--- config.mk ---
export PLATFORM = sky130hd
export DESIGN_NAME = variable_logical_rightshift_seq_flat
export DESIGN_NICKNAME = d
export VERILOG_FILES = /design/src/rtl/variable_logical_rightshift_seq_if.sv /design/src/rtl/variable_logical_rightshift_seq.sv /design/src/flat_wrapper.sv
export SDC_FILE = /design/constraint.sdc
export NUM_CORES = 1
export LEC_CHECK = 0
export BUFFER_PORTS_ARGS = -buffer_cell sky130_fd_sc_hd__buf_2
export CAP_MARGIN = 25
export CORE_ASPECT_RATIO = 0.75
export CORE_UTILIZATION = 26
export CTS_CLUSTER_SIZE = 25
export DETAILED_ROUTE_END_ITERATION = 8
export GPL_TIMING_DRIVEN = 0
export MAX_ROUTING_LAYER = met4
export PLACE_DENSITY = 0.47
export SLEW_MARGIN = 10
export SYNTH_ARGS = -nofsm -noshare
export SYNTH_HDL_FRONTEND = slang
export SYNTH_SLANG_ARGS = --single-unit
--- constraint.sdc ---
create_clock -name clk_i -period 4.1 [get_ports clk_i]
set_input_delay 0.82 -clock clk_i [delete_from_list [all_inputs] [get_ports clk_i]]
set_output_delay 0.82 -clock clk_i [all_outputs]
set_load 0.05 [all_outputs]
--- src/rtl/variable_logical_rightshift_seq_if.sv ---
// Request/result bundle for the sequential logical right shifter.
// Latency: none, wires only.
// Backpressure: valid/ready on both the request side and the result side.
//
// Signals (named from the shifter's point of view):
//   in_valid_i / in_ready_o  request handshake
//   val_i, shift_n_i         operand and shift amount, sampled on accept
//   out_valid_o / out_ready_i result handshake
//   result_o                 zero-filled val_i >> shift_n_i
//   busy_o                   a transaction is in flight (SHIFT or DONE)
interface variable_logical_rightshift_seq_if #(
  parameter int WIDTH   = 32,
  parameter int SHIFT_W = $clog2(WIDTH)
);
  logic               in_valid_i;
  logic               in_ready_o;
  logic [WIDTH-1:0]   val_i;
  logic [SHIFT_W-1:0] shift_n_i;
  logic               out_valid_o;
  logic               out_ready_i;
  logic [WIDTH-1:0]   result_o;
  logic               busy_o;

  // The shifter itself.
  modport slave (
    input  in_valid_i, val_i, shift_n_i, out_ready_i,
    output in_ready_o, out_valid_o, result_o, busy_o
  );

  // The requester/consumer driving the shifter.
  modport master (
    output in_valid_i, val_i, shift_n_i, out_ready_i,
    input  in_ready_o, out_valid_o, result_o, busy_o
  );
endinterface

--- src/rtl/variable_logical_rightshift_seq.sv ---
// Multi-cycle variable logical right shifter: one binary-weighted stage per cycle, largest first.
// Latency: SHIFT_W cycles from accept to out_valid_o; accepts spaced SHIFT_W+2 cycles apart at best.
// Backpressure: result held in DONE until out_ready_i; in_ready_o low while busy, no queuing.
//
// Ports:
//   clk_i   rising-edge clock
//   rst_ni  asynchronous active-low reset (aborts any transaction in flight)
//   bus     slave side of variable_logical_rightshift_seq_if (request, result, busy)
module variable_logical_rightshift_seq #(
  parameter int WIDTH   = 32,
  parameter int SHIFT_W = $clog2(WIDTH)
) (
  input logic                          clk_i,
  input logic                          rst_ni,
  variable_logical_rightshift_seq_if.slave bus
);

  typedef enum logic [1:0] {
    IDLE  = 2'd0,
    SHIFT = 2'd1,
    DONE  = 2'd2
  } state_t;

  state_t             state_q, state_d;
  logic [WIDTH-1:0]   data_q, data_d;
  logic [SHIFT_W-1:0] amt_q, amt_d;
  logic [SHIFT_W-1:0] stage_q, stage_d;

  // Select amt_q[stage_q] by shifting rather than indexing, so the index
  // width never has to match the bit-select width of amt_q.
  logic [SHIFT_W-1:0] amt_shr;
  logic               stage_en;

  assign amt_shr  = amt_q >> stage_q;
  assign stage_en = amt_shr[0];

  // State register and datapath.
  always_ff @(posedge clk_i or negedge rst_ni) begin
    if (!rst_ni) begin
      state_q <= IDLE;
      data_q  <= '0;
      amt_q   <= '0;
      stage_q <= '0;
    end else begin
      state_q <= state_d;
      data_q  <= data_d;
      amt_q   <= amt_d;
      stage_q <= stage_d;
    end
  end

  // Next-state and datapath update.
  always_comb begin
    state_d = state_q;
    data_d  = data_q;
    amt_d   = amt_q;
    stage_d = stage_q;

    unique case (state_q)
      IDLE: begin
        if (bus.in_valid_i) begin
          data_d  = bus.val_i;
          amt_d   = bus.shift_n_i;
          stage_d = SHIFT_W'(SHIFT_W - 1);
          state_d = SHIFT;
        end
      end

      SHIFT: begin
        // Stage k moves the value by 2**k; the logical >> zero-fills the top.
        if (stage_en) begin
          data_d = data_q >> (1 << stage_q);
        end
        // Every stage is visited, even for a zero amount, so latency is fixed.
        if (stage_q == '0) begin
          state_d = DONE;
        end else begin
          stage_d = stage_q - SHIFT_W'(1);
        end
      end

      DONE: begin
        if (bus.out_ready_i) begin
          state_d = IDLE;
        end
      end

      default: begin
        state_d = IDLE;
      end
    endcase
  end

  // All outputs are pure decodes of registered state.
  assign bus.in_ready_o  = (state_q == IDLE);
  assign bus.out_valid_o = (state_q == DONE);
  assign bus.busy_o      = (state_q == SHIFT) || (state_q == DONE);
  assign bus.result_o    = data_q;

endmodule
--- src/flat_wrapper.sv ---
// flat-port wrapper written by rule: the top's interface ports become plain ports
module variable_logical_rightshift_seq_flat 
#(
  parameter int WIDTH   = 32,
  parameter int SHIFT_W = $clog2(WIDTH)
)
  (clk_i, rst_ni, bus_in_valid_i, bus_val_i, bus_shift_n_i, bus_out_ready_i, bus_in_ready_o, bus_out_valid_o, bus_result_o, bus_busy_o);
  variable_logical_rightshift_seq_if #(.WIDTH(WIDTH), .SHIFT_W(SHIFT_W)) bus_i ();
  input logic clk_i;
  input logic rst_ni;
  input wire logic [$bits(bus_i.in_valid_i)-1:0] bus_in_valid_i;
  input wire logic [$bits(bus_i.val_i)-1:0] bus_val_i;
  input wire logic [$bits(bus_i.shift_n_i)-1:0] bus_shift_n_i;
  input wire logic [$bits(bus_i.out_ready_i)-1:0] bus_out_ready_i;
  output wire logic [$bits(bus_i.in_ready_o)-1:0] bus_in_ready_o;
  output wire logic [$bits(bus_i.out_valid_o)-1:0] bus_out_valid_o;
  output wire logic [$bits(bus_i.result_o)-1:0] bus_result_o;
  output wire logic [$bits(bus_i.busy_o)-1:0] bus_busy_o;
  assign bus_i.in_valid_i = bus_in_valid_i;
  assign bus_i.val_i = bus_val_i;
  assign bus_i.shift_n_i = bus_shift_n_i;
  assign bus_i.out_ready_i = bus_out_ready_i;
  assign bus_in_ready_o = bus_i.in_ready_o;
  assign bus_out_valid_o = bus_i.out_valid_o;
  assign bus_result_o = bus_i.result_o;
  assign bus_busy_o = bus_i.busy_o;
  variable_logical_rightshift_seq #(.WIDTH(WIDTH), .SHIFT_W(SHIFT_W)) u_core (.clk_i(clk_i), .rst_ni(rst_ni), .bus(bus_i));
endmodule
# Word level (Yosys, flattened, before mapping)
# Index checks and enable logic that the tools add are counted.
[word_totals]
reg_bits = 44
input_bits = 41
output_inout_bits = 35
word_cells = 33
[op_classes]
n_addsub = 1
n_eq_ne = 7
n_shift = 3
n_mux = 10
reduce_logical = 8
[op_table]
columns = ["cell", "n"]
rows = [
  ["32-bit two-way mux", 2],
  ["32-bit case mux with 2 select lines", 1],
  ["1-bit by 5-bit left shift with 32-bit output, first input constant", 1],
  ["32-bit by 32-bit right shift with 32-bit output", 1],
  ["5-bit two-way mux", 2],
  ["5-bit case mux with 2 select lines", 1],
  ["3-bit AND reduction", 3],
  ["2-bit two-way mux", 3],
  ["2-bit inequality test, second input constant", 3],
  ["2-bit case mux with 3 select lines", 1],
  ["5-bit logical NOT", 1],
  ["5-bit by 5-bit right shift with 1-bit output", 1],
  ["5-bit by 1-bit subtractor with 5-bit output, second input constant", 1],
  ["2-bit by 1-bit inequality test with 1-bit output, second input constant", 2],
  ["2-bit by 1-bit equality test with 1-bit output, second input constant", 1],
  ["2-bit equality test, second input constant", 1],
  ["2-bit logical NOT", 1],
  ["2-bit AND reduction", 1],
  ["2-bit nonzero test", 1],
  ["1-bit logical OR", 1],
]

# Depth between registers and ports, before layout
[logic_depth]
depth_word = 4
depth_mapped = 12
mapped_depth_nobuf = 9

# Least setup slack after synthesis
# OpenSTA, ideal clock, no wires.
[synth_path]
path_kind = "register to register"
from = "register u_core.stage_q[0]"
to = "register u_core.data_q[20] (netlist: u_core.bus.result_o[20])"
setup_time_ns = 0.126
arrival_time_ns = 2.449
required_time_ns = 3.974
path_slack_ns = 1.525
path_stages_with_launch = 11
n_path_buf = 2
synth_period_minus_slack_ns = 2.575
cell_sequence = "dfrtp_1 > inv_1 > ha_1 > or4b_1 > clkbuf_1 > and3_1 > buf_2 > a221o_1 > o21ai_2 > o22ai_1 > a221o_1"
[synth_between]
elab_chain_len = 4
word_cells_on_any_way = 7
classes_between = "eq/ne (1); shift (3); mux (2); reduce/logical (1)"
[synth_rtl]
columns = ["element", "line", "text"]
rows = [
  ["start, declared", "variable_logical_rightshift_seq.sv:27", "logic [SHIFT_W-1:0] stage_q, stage_d;"],
  ["start signal, assigned", "variable_logical_rightshift_seq.sv:48", "stage_q <= stage_d;"],
  ["1-bit by 5-bit left shift with 32-bit output", "variable_logical_rightshift_seq.sv:72", "data_d = data_q >> (1 << stage_q);"],
  ["32-bit by 32-bit right shift with 32-bit output", "variable_logical_rightshift_seq.sv:72", ""],
  ["32-bit two-way mux", "variable_logical_rightshift_seq.sv:71", "if (stage_en) begin"],
  ["32-bit case mux with 2 select lines", "variable_logical_rightshift_seq.sv:59", "unique case (state_q)"],
  ["end signal, assigned", "variable_logical_rightshift_seq.sv:46", "data_q <= data_d;"],
  ["end, declared", "variable_logical_rightshift_seq.sv:25", "logic [WIDTH-1:0] data_q, data_d;"],
]
# Several ways; a longest one is shown, not always the timed one. The select of a mux whose other input is x is not followed.
# A chain may end at the register's enable or synchronous reset.

# Final worst setup path
[layout_path]
from = "register u_core.stage_q[0]"
to = "register u_core.data_q[5] (netlist: u_core.bus.result_o[5])"
# The elaborated chain is that of the path after synthesis.

==> metrics.yaml <==
nets: 647
gr-total-overflow: 0
cp_max_fo: 10
drt-met1-wl_mm: 9.87
cts_made_buffers: 5
cts_resized: 0
top_level_ports: 76
start_util_pct: 26.8
fp.dieH_microns: 108
reg2reg_slack_ps: 610
fin_skew_ps: 7.84
gp_congestion: 0.959
rsz0062_at_grt: "no"
ys_ff_latch: 44
grt_max_degree: 27
worst_setup_path_start_kind: "flop"
ctsHoldBuffers: 0
io_buffer_count: 75
async_flop_share_pct: 100
r2r_start: "u_core.stage_q[0]$_DFFE_PN0P_"
syn_area_sq_um: 3920
area_delta_synth_final_pct: 21.1
synth-edff-count: 0
rr_endpoint: "u_core.bus.result_o[5]$_DFFE_PN0P_"
postSynthAreaPerCell_sq_um: 7.61
clk_pin_slew_ps: 70
die-area_sq_um: 15600
cts.sinks: 44
critPathArrivalTime_ps: 3720
die-width_microns: 144
totalWireLength_mm: 20.0
core_sq_um: 14600
layout-drive-gt1-share_pct: 19.9
cts_root_buffer: "clkbuf_16"
setup_ws_ps: 606
synth.distinct_cells: 59
status: "finished, final reports clean"
hold_violations: 0
drc: 0
grt_pass1_wl_mm: 29.1
rr_worst_depth: 12
critPathRequiredTime_ps: 4330
yosysWarnings: 0
syn_inst: 515
fmax_ghz: 0.286
grt_use_total_pct: 27.1
cp-end-kind: "flop"
drv_cap: 0
seq_area_frac_synth_pct: 28.1
synth_common_cells: "nand2_1 (72), a21oi_1 (66), dfrtp_1 (44)"
top_layer: "met4"
fp-row-count: 38
synth_flop_cell: "dfrtp_1"
met3WireLength_mm: 2.25
final_max_slew_viol_count: 0
post_cts_buffers: 0
yosysMostFrequentCell: "nand2_1"
routed_via_density: 6.01
syn-num-nets: 564
wire_per_inst_microns: 24.9
criticalPathCategory: "flop to flop"
vias: 4811
worst_slew_pin_slew_ps: 848
post-place-ws_ps: 742
drtIter0Drc: 430
ant_nets: 0
antenna_found_initial: 0
insertion_delay_ps: 300
synthTopCellsByArea: "dfrtp_1 (28%), a21oi_1 (8.4%), nand2_1 (6.9%)"
cts_tree: "done"
tns_ps: 0
setup_violations: 0
fin_crit_ps: 3490
synth_top_area_share_pct: 28.1
relSlewSlack_pct: 43.4
cts_max_level: 2
yosysTopAreaCell: "dfrtp_1"
grt_pass1_vias: 4377
finalCritPeriodShare_pct: 85.2
met2_length_mm: 7.56
ctsLongestPathBuffers: 2
drtPass1Iterations: 5
hpwl_mm: 15.7
hold_path_class: "input port to asynchronous set/reset pin"
-- routing by layer --
metal  vias up  GRT usage, %
met5         -             -
met4         0          6.23
met3        20          7.93
met2       293          33.7
met1      2369          41.2
li1       2129             -
-- layout by cell type (no fill, tap or decap), types with 25 or more instances in the layout --
cell type  netlist  routed
buf_2           16      91
nor2_1          34      34
o21ai_0         32      32
nand4_1         27      27
a21oi_1         66      66
nand2_1         72      72
dfrtp_1         44      44
clkbuf_1        25      25
-- state kept, by name, indices dropped and copies added, names as in the netlist --
signal,count
u_core.bus.result_o,32
u_core.stage_q,5
u_core.amt_q,5
u_core.state_q,2
-- final cells by class --
cell class                      instances  area, sq um
Multi-Input combinational cell        415         2560
Clock buffer                            6          139
Tap cell                              200          250
Antenna cell                            1         2.50
Buffer                                 48          226
Sequential cell                        44         1100
Clock inverter                          2         38.8
Inverter                                8         30.0
Timing Repair Buffer                   76          395
Fill cell                            1599         9850
-- cells by family after synthesis --
logic type,Yosys count,share of synthesized area (%)
AOI/OAI and AO/OA,188,31.1
xor gates and xnor gates,2,0.447
adders and majority gates,8,2.56
buffers and inverters,56,6.55
DFF,44,28.1
muxes,24,6.96
and+or+nand+nor,193,24.3
-- worst max-delay path, stage by stage (launching register included) --
cell,delay [ps]
dfrtp_1,540
inv_1,150
ha_1,310
or4b_1,190
clkbuf_1,230
buf_2,280
buf_2,300
nand4_1,210
a22oi_1,440
mux2i_1,150
mux2i_1,280
o221ai_1,140
o22ai_1,190
-- through the flow --
stage | cells | cell area (sq um) | hold slack, ps | utilization, %
2_1_floorplan | 515 | 3920 | 474 | -
3_3_place_gp | 790 | 4540 | 487 | 31.1
3_5_place_dp | 791 | 4560 | 489 | 31.3
4_1_cts | 799 | 4740 | 487 | 32.5
5_1_grt | 799 | 4740 | 501 | 32.5
6_report | 800 | 4740 | 467 | 32.5
-- how the worst max path moves through the flow --
stage                                       start                             endpoint  slack, ps  depth (start not counted)
finish              u_core.stage_q[0]$_DFFE_PN0P_   u_core.bus.result_o[5]$_DFFE_PN0P_        610                         12
global route        u_core.stage_q[1]$_DFFE_PN0P_  u_core.bus.result_o[18]$_DFFE_PN0P_        460                         10
CTS                 u_core.stage_q[1]$_DFFE_PN0P_  u_core.bus.result_o[18]$_DFFE_PN0P_        720                         10
detailed placement  u_core.stage_q[1]$_DFFE_PN0P_  u_core.bus.result_o[18]$_DFFE_PN0P_        740                         10
global placement    u_core.stage_q[0]$_DFFE_PN0P_   u_core.bus.result_o[1]$_DFFE_PN0P_        740                         11
floorplan           u_core.stage_q[0]$_DFFE_PN0P_  u_core.bus.result_o[20]$_DFFE_PN0P_       1530                         10
Power is not shown: default switching activity piles up to over one toggle a cycle in this logic, so the estimate is an artifact.
